### src/rtl/pipelined_prefix_adder.sv
// Two-stage adder/subtractor with a group-level Brent-Kung carry tree (A+B+c0 or A-B).
// Latency: 2 cycles from acceptance to out_valid. Throughput: 1 beat per cycle.
// Backpressure: stage 2 holds while out_valid && !out_ready; in_ready drops once both stages are full.
// Ports: clk/rst_n (async active-low); in_valid/in_ready with A, B, c0, sub;
//        out_valid/out_ready with S, cout (not-borrow in sub mode), ovf (signed overflow), zero.
module pipelined_prefix_adder #(
  parameter int INPUTSIZE = 32,
  parameter int GROUPSIZE = 4
) (
  input  logic                 clk,
  input  logic                 rst_n,
  input  logic                 in_valid,
  output logic                 in_ready,
  input  logic [INPUTSIZE-1:0] A,
  input  logic [INPUTSIZE-1:0] B,
  input  logic                 c0,
  input  logic                 sub,
  output logic                 out_valid,
  input  logic                 out_ready,
  output logic [INPUTSIZE-1:0] S,
  output logic                 cout,
  output logic                 ovf,
  output logic                 zero
);

  localparam int NG  = INPUTSIZE / GROUPSIZE;
  localparam int LV  = $clog2(NG);
  localparam int MSB = INPUTSIZE - 1;

  typedef enum logic {EMPTY = 1'b0, FULL = 1'b1} stage_state_t;

  stage_state_t s1_state, s1_next;
  stage_state_t s2_state, s2_next;
  logic         load1, adv1, drain2;

  // Handshake: stage 1 moves forward when stage 2 is empty or emptying this cycle.
  always_comb begin
    drain2   = (s2_state == FULL) && out_ready;
    adv1     = (s1_state == FULL) && ((s2_state == EMPTY) || out_ready);
    in_ready = (s1_state == EMPTY) || adv1;
    load1    = in_valid && in_ready;

    s1_next = s1_state;
    s2_next = s2_state;
    if (load1)       s1_next = FULL;
    else if (adv1)   s1_next = EMPTY;
    if (adv1)        s2_next = FULL;
    else if (drain2) s2_next = EMPTY;
  end

  always_ff @(posedge clk or negedge rst_n) begin
    if (!rst_n) begin
      s1_state <= EMPTY;
      s2_state <= EMPTY;
    end else begin
      s1_state <= s1_next;
      s2_state <= s2_next;
    end
  end

  // ---------------- Stage 1: effective operand and per-group G/P ----------------
  logic [INPUTSIZE-1:0] b_eff;
  logic                 cin_eff;
  logic [NG-1:0]        grp_g, grp_p;

  always_comb begin
    b_eff   = sub ? ~B : B;
    cin_eff = sub ? 1'b1 : c0;
    grp_g   = '0;
    grp_p   = '1;
    for (int g = 0; g < NG; g++) begin
      for (int j = 0; j < GROUPSIZE; j++) begin
        grp_g[g] = (A[g*GROUPSIZE+j] & b_eff[g*GROUPSIZE+j]) |
                   ((A[g*GROUPSIZE+j] ^ b_eff[g*GROUPSIZE+j]) & grp_g[g]);
        grp_p[g] = grp_p[g] & (A[g*GROUPSIZE+j] ^ b_eff[g*GROUPSIZE+j]);
      end
    end
  end

  logic [INPUTSIZE-1:0] s1_a, s1_b;
  logic                 s1_cin;
  logic [NG-1:0]        s1_g, s1_p;

  always_ff @(posedge clk or negedge rst_n) begin
    if (!rst_n) begin
      s1_a   <= '0;
      s1_b   <= '0;
      s1_cin <= 1'b0;
      s1_g   <= '0;
      s1_p   <= '0;
    end else if (load1) begin
      s1_a   <= A;
      s1_b   <= b_eff;
      s1_cin <= cin_eff;
      s1_g   <= grp_g;
      s1_p   <= grp_p;
    end
  end

  // ---------------- Stage 2: Brent-Kung carries, sum and flags ----------------
  logic [NG-1:0]        pfx_g, pfx_p;
  logic [NG-1:0]        grp_cin;
  logic [INPUTSIZE-1:0] sum;
  logic                 rc;

  // The carry-in is folded into group 0, so each finished prefix G is the
  // carry out of that group. Updates are done in place: within one level the
  // nodes written and the nodes read are disjoint residues mod 2^l.
  always_comb begin
    pfx_g    = s1_g;
    pfx_p    = s1_p;
    pfx_g[0] = s1_g[0] | (s1_p[0] & s1_cin);
    // up-sweep: node i (i+1 a multiple of 2^l) absorbs its left neighbour span
    for (int l = 1; l <= LV; l++) begin
      for (int i = 0; i < NG; i++) begin
        if (((i + 1) % (1 << l)) == 0) begin
          pfx_g[i] = pfx_g[i] | (pfx_p[i] & pfx_g[i - (1 << (l - 1))]);
          pfx_p[i] = pfx_p[i] & pfx_p[i - (1 << (l - 1))];
        end
      end
    end
    // down-sweep: fill the mid-points from the completed prefixes to their left
    for (int l = LV - 1; l >= 1; l--) begin
      for (int i = 0; i < NG; i++) begin
        if ((((i + 1) % (1 << l)) == (1 << (l - 1))) && (i >= (1 << l))) begin
          pfx_g[i] = pfx_g[i] | (pfx_p[i] & pfx_g[i - (1 << (l - 1))]);
        end
      end
    end
  end

  assign grp_cin = {pfx_g[NG-2:0], s1_cin};

  // Bits inside a group ripple from that group's prefix carry-in.
  always_comb begin
    sum = '0;
    rc  = 1'b0;
    for (int g = 0; g < NG; g++) begin
      rc = grp_cin[g];
      for (int j = 0; j < GROUPSIZE; j++) begin
        sum[g*GROUPSIZE+j] = s1_a[g*GROUPSIZE+j] ^ s1_b[g*GROUPSIZE+j] ^ rc;
        rc = (s1_a[g*GROUPSIZE+j] & s1_b[g*GROUPSIZE+j]) |
             ((s1_a[g*GROUPSIZE+j] ^ s1_b[g*GROUPSIZE+j]) & rc);
      end
    end
  end

  always_ff @(posedge clk or negedge rst_n) begin
    if (!rst_n) begin
      S    <= '0;
      cout <= 1'b0;
      ovf  <= 1'b0;
      zero <= 1'b0;
    end else if (adv1) begin
      S    <= sum;
      cout <= pfx_g[NG-1];
      ovf  <= (s1_a[MSB] == s1_b[MSB]) && (sum[MSB] != s1_a[MSB]);
      zero <= (sum == '0);
    end
  end

  assign out_valid = (s2_state == FULL);

endmodule

### config.mk
export PLATFORM = sky130hd
export DESIGN_NAME = pipelined_prefix_adder
export DESIGN_NICKNAME = d
export VERILOG_FILES = /design/src/rtl/pipelined_prefix_adder.sv
export SDC_FILE = /design/constraint.sdc
export NUM_CORES = 1
export LEC_CHECK = 0
export CORE_MARGIN = 4
export CORE_UTILIZATION = 40
export DETAILED_ROUTE_END_ITERATION = 7
export GPL_ROUTABILITY_DRIVEN = 1
export GPL_TIMING_DRIVEN = 0
export PLACE_DENSITY_LB_ADDON = 0.05
export SKIP_LAST_GASP = 1
export SYNTH_ARGS = -nofsm -noshare
export SYNTH_HDL_FRONTEND = slang
export SYNTH_SLANG_ARGS = --single-unit
### constraint.sdc
create_clock -name clk -period 6.6 [get_ports clk]
set_input_delay 1.32 -clock clk [delete_from_list [all_inputs] [get_ports clk]]
set_output_delay 1.32 -clock clk [all_outputs]
set_load 0.05 [all_outputs]
==> impl_summary.log <==
INFO  metric status = completed
INFO  metric dp.cells = ~740
INFO  metric finalHoldViolCount = 0
INFO  metric floorplan.die.width = roughly 130 µm
INFO  metric critPathLaunchType = primary input
INFO  metric slowest_stage = sky130_fd_sc_hd__clkdlybuf4s50_1
INFO  metric cp_data_arrival_time = roughly 2800 ps
INFO  metric antenna_found_initial = 0
INFO  metric critPathKind = primary input to primary output
INFO  metric vdd_drop_max = about 0.27 mV
INFO  metric whs_endpoint = s1_p[1]
INFO  metric gp_congestion = 0.756
INFO  metric grt_setup_unrepaired = false
INFO  metric postRouteAntennaNets = 0
INFO  metric via_count_of_the_first_global_routing_pass = approximately 4300
INFO  metric required = about 5300 ps
INFO  metric netlist_area = around 6100 µm²
INFO  metric yosys-top-cells-area = sky130_fd_sc_hd__dfrtp_1 (49%), sky130_fd_sc_hd__mux2_2 (17%), sky130_fd_sc_hd__fa_1 (7.9%)
INFO  metric timing.critical_path.max_delay_family = buffers and inverters
INFO  metric floorplan.core_area = 14700 µm²
INFO  metric worst-path-buf-inv = 2
INFO  metric gr-usage-all-layers = 0.184
INFO  metric synth_largest_area_cell = sky130_fd_sc_hd__dfrtp_1
INFO  metric wl_per_cell = roughly 19 µm
INFO  metric clkTransAtPathRegs = 50 ps
INFO  metric largest_net_degree_at_the_start_of_global_routing = 65
INFO  metric number_of_unique_standard_cell_types_used_by_synthesis = 30
INFO  metric leakage = about 0.0035 µW
INFO  metric fp.dieArea = about 17000 µm²
INFO  metric total_of_endpoints_with_negative_setup_slack_in_the_final_report = 0
INFO  metric io-pin-count = 107
INFO  metric fmax = ~240 MHz
INFO  metric final_max_slew_viol_count = 0
INFO  metric design.final.nets = 704
INFO  metric cts_resized = 0
INFO  metric drc_errors = 0
INFO  metric synthesis.nets = between 500 and 600
INFO  metric synth_top_area_frac = 0.487
INFO  metric dr.first_iter.drc_count = roughly 170
INFO  metric grt_first_pass_wirelength = 23.3 mm
INFO  metric synthArstFlopShare = 1.00
INFO  metric area_growth = 30.1%
INFO  metric insertedDiodeCount = 0
INFO  metric cts_tree = yes
INFO  metric regToRegStartpoint = s1_cin
INFO  metric synth_most_common_cell = sky130_fd_sc_hd__dfrtp_1
INFO  metric final_cell_count_no_fill = ~780
INFO  metric finalWorstPathRequiredPeriod = between 4000 and 5000 ps
INFO  metric io_buffers = approximately 110
INFO  metric htree_levels = 4
INFO  metric initial_utilization = 0.412
INFO  metric postCtsSetupBuffers = 0
INFO  metric synth_cells = between 400 and 500
INFO  metric transition_time_at_the_pin_with_the_least_slew_margin = about 600 ps
INFO  metric insertion_delay_of_the_later_clocked_pin_in_the_worst_skew_pair = between 400 and 500 ps
INFO  metric drtPass1Iterations = 4
INFO  metric ratio_of_final_minimum_period_to_clock_period = 0.620
INFO  metric path_cells = clkdlybuf4s50_1, nand3b_1, clkdlybuf4s50_1
INFO  metric tritoncts.num_buffers = 17
INFO  metric clk_root_buffer_cell = sky130_fd_sc_hd__clkbuf_16
INFO  metric crit_path_max_incr_delay = around 820 ps
INFO  metric hold_depth = 2
INFO  metric totalPowerFinal = approximately 3100 µW
INFO  metric crit_path_max_fanout = 3
INFO  metric yosys-top-cells-count = sky130_fd_sc_hd__dfrtp_1 (118), sky130_fd_sc_hd__mux2_2 (90), sky130_fd_sc_hd__xor2_1 (36), sky130_fd_sc_hd__ha_1 (32), sky130_fd_sc_hd__nand2_1 (28)
INFO  metric post-dp-hpwl = 11.1 mm
INFO  metric synth-edff-count = 0
INFO  metric worst_slack = 2510 ps
INFO  metric dpl_worst_slack = roughly 2500 ps
INFO  metric yosys_most_used_dff = sky130_fd_sc_hd__dfrtp_1
INFO  metric critical_path.endpoint_type = primary output
INFO  metric drive_gt1_frac = 0.228
INFO  metric detailroute.via_count = about 3900
INFO  metric worst_hold_path_type = flip-flop to flip-flop
INFO  metric avgViaCountPerCell = 5.05
INFO  metric worst_hold_startpoint = s1_p[1]
INFO  metric clock-sinks = 118
INFO  metric drv.max_cap_violation_count = 0
INFO  metric synth-seq-area-share = 0.487
INFO  metric setup.worst_path.start = out_ready
INFO  metric power_density = approximately 390 nW/µm²
INFO  metric slew-limit-headroom = 0.607
INFO  metric synth_seq_cells = 118
INFO  metric critical-path-top-cell-by-count = sky130_fd_sc_hd__clkdlybuf4s50_1
INFO  metric synth.yosys.warnings = 0
INFO  metric reg2reg_setup_slack = around 2800 ps
INFO  metric regToRegEndpoint = zero
INFO  metric timing.clock.skew = 6.15 ps
INFO  metric grt_overflow_total = 0
INFO  metric drt_wl_total = about 15 mm
INFO  metric die_extent_in_y = around 130 µm
INFO  metric ctsLongestPathBuffers = 2
INFO  metric worst_r2r_path_depth = 13
INFO  metric synth_area_per_cell = 13.4 µm²
INFO  metric floorplan.rows = 44
INFO  metric hold_buffers = 0
-- worst register-to-register path, stage by stage, from the launching register on --
cell	delay, ps
sky130_fd_sc_hd__dfrtp_1	400
sky130_fd_sc_hd__a21o_1	210
sky130_fd_sc_hd__a21o_1	240
sky130_fd_sc_hd__a31o_2	300
sky130_fd_sc_hd__nand2_1	130
sky130_fd_sc_hd__o21ai_1	110
sky130_fd_sc_hd__fa_1	410
sky130_fd_sc_hd__fa_1	390
sky130_fd_sc_hd__fa_1	440
sky130_fd_sc_hd__xor2_1	180
sky130_fd_sc_hd__xnor2_1	240
sky130_fd_sc_hd__nand4_1	200
sky130_fd_sc_hd__nor4_1	310
sky130_fd_sc_hd__a22o_1	160
-- state kept, by name (all words and copies together), names as in the netlist, 8 cells and up --
register	flops
S	32
s1_a	32
s1_b	32
s1_g	8
s1_p	8
-- stage by stage --
step,utilization,cell area (µm²),hold slack [ps],TNS (ps)
after floorplan,-,6060,450,0
final,0.537,7890,480,0
after detailed placement,0.501,7370,472,0
after CTS,0.537,7890,483,0
after global routing,0.537,7890,508,0
after global placement,0.499,7340,466,-51450
-- kinds of logic (layout without fill, tap and decap cells) --
logic type / count (synthesis) / after routing / synth area share
compound gates: 61 / 61 / 0.0607
simple gates: 59 / 59 / 0.0485
flops: 118 / 118 / 0.487
buf+inv: 21 / 159 / 0.0204
fa+ha+maj: 56 / 56 / 0.145
xor+xnor: 48 / 48 / 0.0706
mux: 90 / 90 / 0.167
-- layer usage --
metal | up-vias | GRT usage | part of all wire
met5 | - | 0 | 0
met4 | 0 | 0.0569 | 0.012
met1 | 1980 | 0.247 | 0.45
li1 | 1847 | - | -
met2 | 75 | 0.296 | 0.50
met3 | 15 | 0.0470 | 0.043
-- how the worst max path moves through the flow --
| stage | endpoint | slack (ps) | cells after the start |
|---|---|---|---|
| 2_1_floorplan | zero | 3350 | 13 |
| 3_3_place_gp | S[26] | -440 | 1 |
| 3_5_place_dp | in_ready | 2500 | 3 |
| 4_1_cts | in_ready | 2500 | 3 |
| 5_1_grt | in_ready | 2480 | 3 |
| 6_report | in_ready | 2510 | 3 |
-- power breakdown --
part,switching (µW),leakage [µW],internal (µW)
Clock,303,0.000256,506
Sequential,121,0.00141,914
Combinational,735,0.00180,526
Total,1160,0.00346,1950
-- cell type report --
cell class | instances | area (µm²)
Clock buffer | 28 | 497
Clock inverter | 4 | 20.0
Buffer | 18 | 113
Tap cell | 184 | 230
Fill cell | 1319 | 6810
Multi-Input combinational cell | 314 | 2980
Timing Repair Buffer | 106 | 1080
Inverter | 3 | 11.3
Sequential cell | 118 | 2950
-- cell usage in the layout, fill, tap and decap left out --
cell type	n
sky130_fd_sc_hd__buf_16	1
sky130_fd_sc_hd__buf_2	6
sky130_fd_sc_hd__o22ai_1	1
sky130_fd_sc_hd__mux2_2	90
sky130_fd_sc_hd__nor2b_1	1
sky130_fd_sc_hd__nor3_1	1
sky130_fd_sc_hd__a21oi_1	12
sky130_fd_sc_hd__xor2_1	36
sky130_fd_sc_hd__clkdlybuf4s50_1	104
sky130_fd_sc_hd__nand4_1	10
sky130_fd_sc_hd__or3b_1	1
sky130_fd_sc_hd__clkinv_2	4
sky130_fd_sc_hd__xnor2_1	11
sky130_fd_sc_hd__xnor2_2	1
sky130_fd_sc_hd__a31oi_1	1
sky130_fd_sc_hd__nand2_1	28
sky130_fd_sc_hd__buf_6	1
sky130_fd_sc_hd__clkbuf_16	17
sky130_fd_sc_hd__clkbuf_1	10
sky130_fd_sc_hd__ha_1	32
sky130_fd_sc_hd__nand3b_1	1
sky130_fd_sc_hd__a31o_2	1
sky130_fd_sc_hd__buf_4	10
sky130_fd_sc_hd__a22o_1	1
sky130_fd_sc_hd__inv_1	3
sky130_fd_sc_hd__fa_1	24
sky130_fd_sc_hd__dfrtp_1	118
sky130_fd_sc_hd__o21ai_0	23
sky130_fd_sc_hd__nor4b_1	1
sky130_fd_sc_hd__a21o_1	21
sky130_fd_sc_hd__nand2_2	1
sky130_fd_sc_hd__nor4_1	7
sky130_fd_sc_hd__clkbuf_8	3
sky130_fd_sc_hd__nand2b_1	4
sky130_fd_sc_hd__nor2_1	4
sky130_fd_sc_hd__o21ai_1	1
Power figures use the tool's default switching activity.
==> patch 1 (config.mk and constraints unchanged) <==
Change the parameter `INPUTSIZE` from 32 to 64.
--- a/src/rtl/pipelined_prefix_adder.sv
+++ b/src/rtl/pipelined_prefix_adder.sv
@@ -4,7 +4,7 @@
 // Ports: clk/rst_n (async active-low); in_valid/in_ready with A, B, c0, sub;
 //        out_valid/out_ready with S, cout (not-borrow in sub mode), ovf (signed overflow), zero.
 module pipelined_prefix_adder #(
-  parameter int INPUTSIZE = 32,
+  parameter int INPUTSIZE = 64,
   parameter int GROUPSIZE = 4
 ) (
   input  logic                 clk,
Interface: changed (resized A, B and S); port bits go from 107 to 203. No check against the original RTL was run, so the function may have changed too.
==> patch 1 against the unedited design <==
Setup slack lost 0.32 ns; routed wire length grew 120%; power grew 93%; synthesized area grew 96%; critical path type is now reg -> reg; final cell count grew 96%; design area grew 94%; clock skew grew 0.0093 ns; global-route usage grew 1.2 points; sequential cell count grew 112.
==> patch 1: results (changes against the unedited design) <==
OUTCOME='completed'
SYNTH.AREA.TOP_CELLS='sky130_fd_sc_hd__dfrtp_1 48%, sky130_fd_sc_hd__mux2_2 13%, sky130_fd_sc_hd__fa_1 8.1%, sky130_fd_sc_hd__ha_1 6.7%, sky130_fd_sc_hd__xor2_1 5.3%'
FILLERINSTANCES=2614  # +98%
WORSTSETUPENDPOINT='zero$_DFFE_PN0P_'
FINAL_LAYOUT_SIZE_SUFFIX_GT1_SHARE_PCT=19.1  # -3.7 points
ROUTE.VIAS.TOTAL=7642  # +95%
PLACE.GP.CONGESTION=0.797  # +5.3%
PLACE.DETAILED.HPWL_MM=24.6  # +120%
LARGEST_REGISTERS='S (64), s1_a (64), s1_b (64)'
TRANSITION_AT_THE_PIN_WITH_THE_SMALLEST_MAX_TRANSITION_SLACK_NS=0.798  # +0.213 ns
POST_DP_CELL_AREA_MM2=0.0145  # +96%
SYNTHXORXNORAREAFRAC_PCT=7.07  # about the same
SEQUENTIAL_CELL_AREA_MM2=0.00576  # +95%
YS_TYPES=33  # +10%
PRECTSSETUPSLACK_NS=2.14  # -0.359 ns
FINCLKSKEW_NS=0.0154  # +0.00929 ns
HP-START='S[27]$_DFFE_PN0P_'
POSTROUTEWIRELENGTH_MM=32.1  # +120%
CTS-ROOT-TO-SINK-BUFFERS=3  # +1
SW_FRAC_OF_TOTAL_PCT=38.7  # +1.3 points
NUMBER_OF_ANTENNA_VIOLATIONS_AT_THE_FIRST_CHECK_IN_GLOBAL_ROUTING=1  # +1
WORST_HOLD_CHECK_SLACK_NS=0.477  # -0.00290 ns
CRIT_TYPE='reg -> reg'
CTS-HTREE-LEVELS=1  # -3
CTS_MADE_BUFFERS=27  # +10
CP.ARRIVAL_NS=4.84  # +2.07 ns
SYNTH_COMMONEST_CELLS='230 x sky130_fd_sc_hd__dfrtp_1, 140 x sky130_fd_sc_hd__mux2_2, 72 x sky130_fd_sc_hd__xor2_1'
CRITICAL_PATH.MAX_STAGE_DELAY_NS=0.65  # -0.17 ns
POST_SYNTH_MUX_AREA_SHARE_PCT=17.3  # +0.60 points
VDD_DROP_MAX_uV=259  # -5.6%
CELLINTERNALPOWER_W=0.00368  # +89%
VIA_COUNT_OF_THE_FIRST_GLOBAL_ROUTING_PASS=8451  # +95%
GROUTE.USAGE.OVERALL_PCT=19.7  # +1.2 points
FINISH.NET_COUNT=1363  # +94%
REG2REG_SETUP_SLACK_NS=2.19  # -0.64 ns
WORST-PATH-MAX-FANOUT=4  # +1
PWR.GROUP.CLOCK_W=0.00145  # +79%
TOTAL_LEAKAGE_POWER_nW=6.72  # +94%
[patch 1: worst max-delay path, delay by kind of cell, from the launching register on]
family / cells / cell delay (ns)
AOI/OAI and AO/OA: 6 / 1.34
and+or+nand+nor: 4 / 1.27
DFF: 1 / 0.44
adders and majority gates: 3 / 1.26
[patch 1: layer usage]
layer / share of wire (%) / track usage (%) / up-vias
li1: - / - / 3594
met5: 0 / 0 / -
met1: 47 / 28.2 / 3856
met2: 48 / 32.5 / 154
met4: 1.8 / 3.78 / 0
met3: 3.7 / 2.58 / 38
[patch 1: final cells by class]
type | count | area share (%)
buffer | 36 | 1.38
clock buffer | 44 | 5.55
inverter | 3 | 0.0735
sequential | 230 | 37.6
antenna | 1 | 0.0163
tap | 384 | 3.14
multi-input combinational | 616 | 38.7
clock inverter | 2 | 0.0654
timing repair buffer | 203 | 13.5
==> patch 2 (same settings) <==
Made on the original files. Register the output `ovf` once more; this adds one clock of latency there. The other outputs are not delayed to match.
--- a/src/rtl/pipelined_prefix_adder.sv
+++ b/src/rtl/pipelined_prefix_adder.sv
@@ -28,6 +28,8 @@
   localparam int MSB = INPUTSIZE - 1;
 
   typedef enum logic {EMPTY = 1'b0, FULL = 1'b1} stage_state_t;
+
+  logic ovf_s0;
 
   stage_state_t s1_state, s1_next;
   stage_state_t s2_state, s2_next;
@@ -149,17 +151,21 @@
     if (!rst_n) begin
       S    <= '0;
       cout <= 1'b0;
-      ovf  <= 1'b0;
+      ovf_s0 <= 1'b0;
       zero <= 1'b0;
     end else if (adv1) begin
       S    <= sum;
       cout <= pfx_g[NG-1];
-      ovf  <= (s1_a[MSB] == s1_b[MSB]) && (sum[MSB] != s1_a[MSB]);
+      ovf_s0 <= (s1_a[MSB] == s1_b[MSB]) && (sum[MSB] != s1_a[MSB]);
       zero <= (sum == '0);
     end
   end
 
   assign out_valid = (s2_state == FULL);
 
+  always_ff @(posedge clk) begin
+    ovf <= ovf_s0;
+  end
+
 endmodule
 
Formal check against the unedited RTL: not equivalent (Yosys sat finds a counterexample within 4 cycles, from zero or initial values and one cycle with rst_n low).
==> patch 2 against the unedited design <==
Synthesized area is 0.33% higher; power up 0.50%; design area rose by 0.52%; highest routed layer unchanged; first-iteration DRC count decreased by 23%; setup slack worse by 0.0096 ns; final cell count decreased by 0.13%; routed wire length decreased by 2.7%; sequential cell count up 1.
==> patch 2: results (changes against the unedited design) <==
YS_TYPES=31  # +3.3%
GROUTE.USAGE.OVERALL_PCT=17.4  # -1.0 points
FINCLKSKEW_NS=0.00681  # +0.000657 ns
POST_DP_CELL_AREA_MM2=0.00739  # +0.27%
TOP_AREA_CELL_TYPE_SHARE_OF_THE_NETLIST_AREA_PCT=48.6  # -0.16 points
WORST_HOLD_PATH.ENDPOINT='ovf$_DFF_P_'
CP.ARRIVAL_NS=2.78  # about the same
FINISH.NET_COUNT=705  # +0.14%
PLACE.DETAILED.HPWL_MM=10.7  # -2.9%
HP-START='ovf_s0$_DFFE_PN0P_'
SLEW-LIMIT-HEADROOM_PCT=65.4  # +4.8 points
SYNTH.AREA.TOP_CELLS='sky130_fd_sc_hd__dfrtp_1 49%, sky130_fd_sc_hd__mux2_2 17%, sky130_fd_sc_hd__fa_1 7.9%, sky130_fd_sc_hd__ha_1 6.6%, sky130_fd_sc_hd__xor2_1 5.2%'
SYN_NETS=580  # +0.17%
WORST_HOLD_CHECK_SLACK_NS=0.365  # -0.114 ns
DRT_ITER0_MARKERS=127  # -23%
SYN_AREA_PER_CELL_UM2=13.4  # +0.11%
VIAS_PER_CELL=5.04  # -0.36%
LAYOUT.CELLS.NON_FILLER=774  # -0.13%
HOLDPATHSTAGES=0  # -2
TOTAL_LEAKAGE_POWER_nW=3.48  # +0.61%
PLACEDCELLCOUNT=744  # +0.13%
PRECTSSETUPSLACK_NS=2.50  # -0.00298 ns
WIRE_LENGTH_OF_THE_FIRST_GLOBAL_ROUTING_PASS_MM=23.5  # +0.65%
OUTCOME='completed'
VDD_DROP_MAX_uV=258  # -5.9%
-- patch 2: cell count changes in the layout (fill, tap and decap cells not counted) --
| cell | before | now |
|---|---|---|
| sky130_fd_sc_hd__dfxtp_1 | 0 | 1 |
| sky130_fd_sc_hd__clkbuf_8 | 3 | 6 |
| sky130_fd_sc_hd__clkbuf_1 | 10 | 6 |
| sky130_fd_sc_hd__clkinv_2 | 4 | 3 |
-- patch 2: layout make-up --
| type | instances | share of cell area [%] |
|---|---|---|
| inverter | 3 | 0.142 |
| tap | 184 | 2.90 |
| clock inverter | 3 | 0.189 |
| timing repair buffer | 106 | 13.6 |
| multi-input combinational | 314 | 37.6 |
| sequential | 119 | 37.5 |
| clock buffer | 27 | 6.60 |
| buffer | 18 | 1.42 |
-- patch 2: cells by family (layout without fill, tap and decap cells) --
family,Yosys count,in the layout,synth area share (%)
xor+xnor,48,48,7.04
buf+inv,21,157,2.04
simple gates,59,59,4.84
compound gates,61,61,6.05
flops,119,119,48.9
mux,90,90,16.7
fa+ha+maj,56,56,14.5
-- patch 2: metrics by stage --
| step | total power (W) | setup TNS, ns |
|---|---|---|
| after global placement | 0.00230 | -56.61 |
| after floorplan | 0.00185 | 0 |
| after CTS | 0.00316 | 0 |
| after global routing | 0.00329 | 0 |
| after detailed placement | 0.00231 | 0 |
| final | 0.00312 | 0 |
-- patch 2: how the worst max path moves through the flow --
stage                              to  slack (ns)  depth (start not counted)          startpoint
finish                       in_ready        2.50                          3           out_ready
global route                 in_ready        2.44                          3           out_ready
CTS                          in_ready        2.49                          3           out_ready
detailed placement           in_ready        2.50                          3           out_ready
global placement    S[14]$_DFFE_PN0P_       -0.49                          1               rst_n
floorplan            zero$_DFFE_PN0P_        3.35                         13  s1_cin$_DFFE_PN0P_
-- patch 2: layer usage --
| metal | global-route usage [%] | vias to the layer above | part of all wire, % |
|---|---|---|---|
| met1 | 22.9 | 1944 | 47 |
| met3 | 4.05 | 18 | 3.9 |
| met2 | 28.6 | 87 | 48 |
| li1 | - | 1849 | - |
| met5 | 0 | - | 0 |
| met4 | 5.83 | 0 | 1.5 |
-- patch 2: worst max-delay path: cells and delay by family --
| family | cells | cell delay (ns) |
|---|---|---|
| buffers and inverters | 2 | 1.29 |
| AND/OR/NAND/NOR | 1 | 0.17 |
-- patch 2: power breakdown --
group	internal (W)	switching, W
registers	0.000922	0.000119
logic	0.000522	0.000721
clock network	0.000533	0.000304
total	0.00198	0.00114
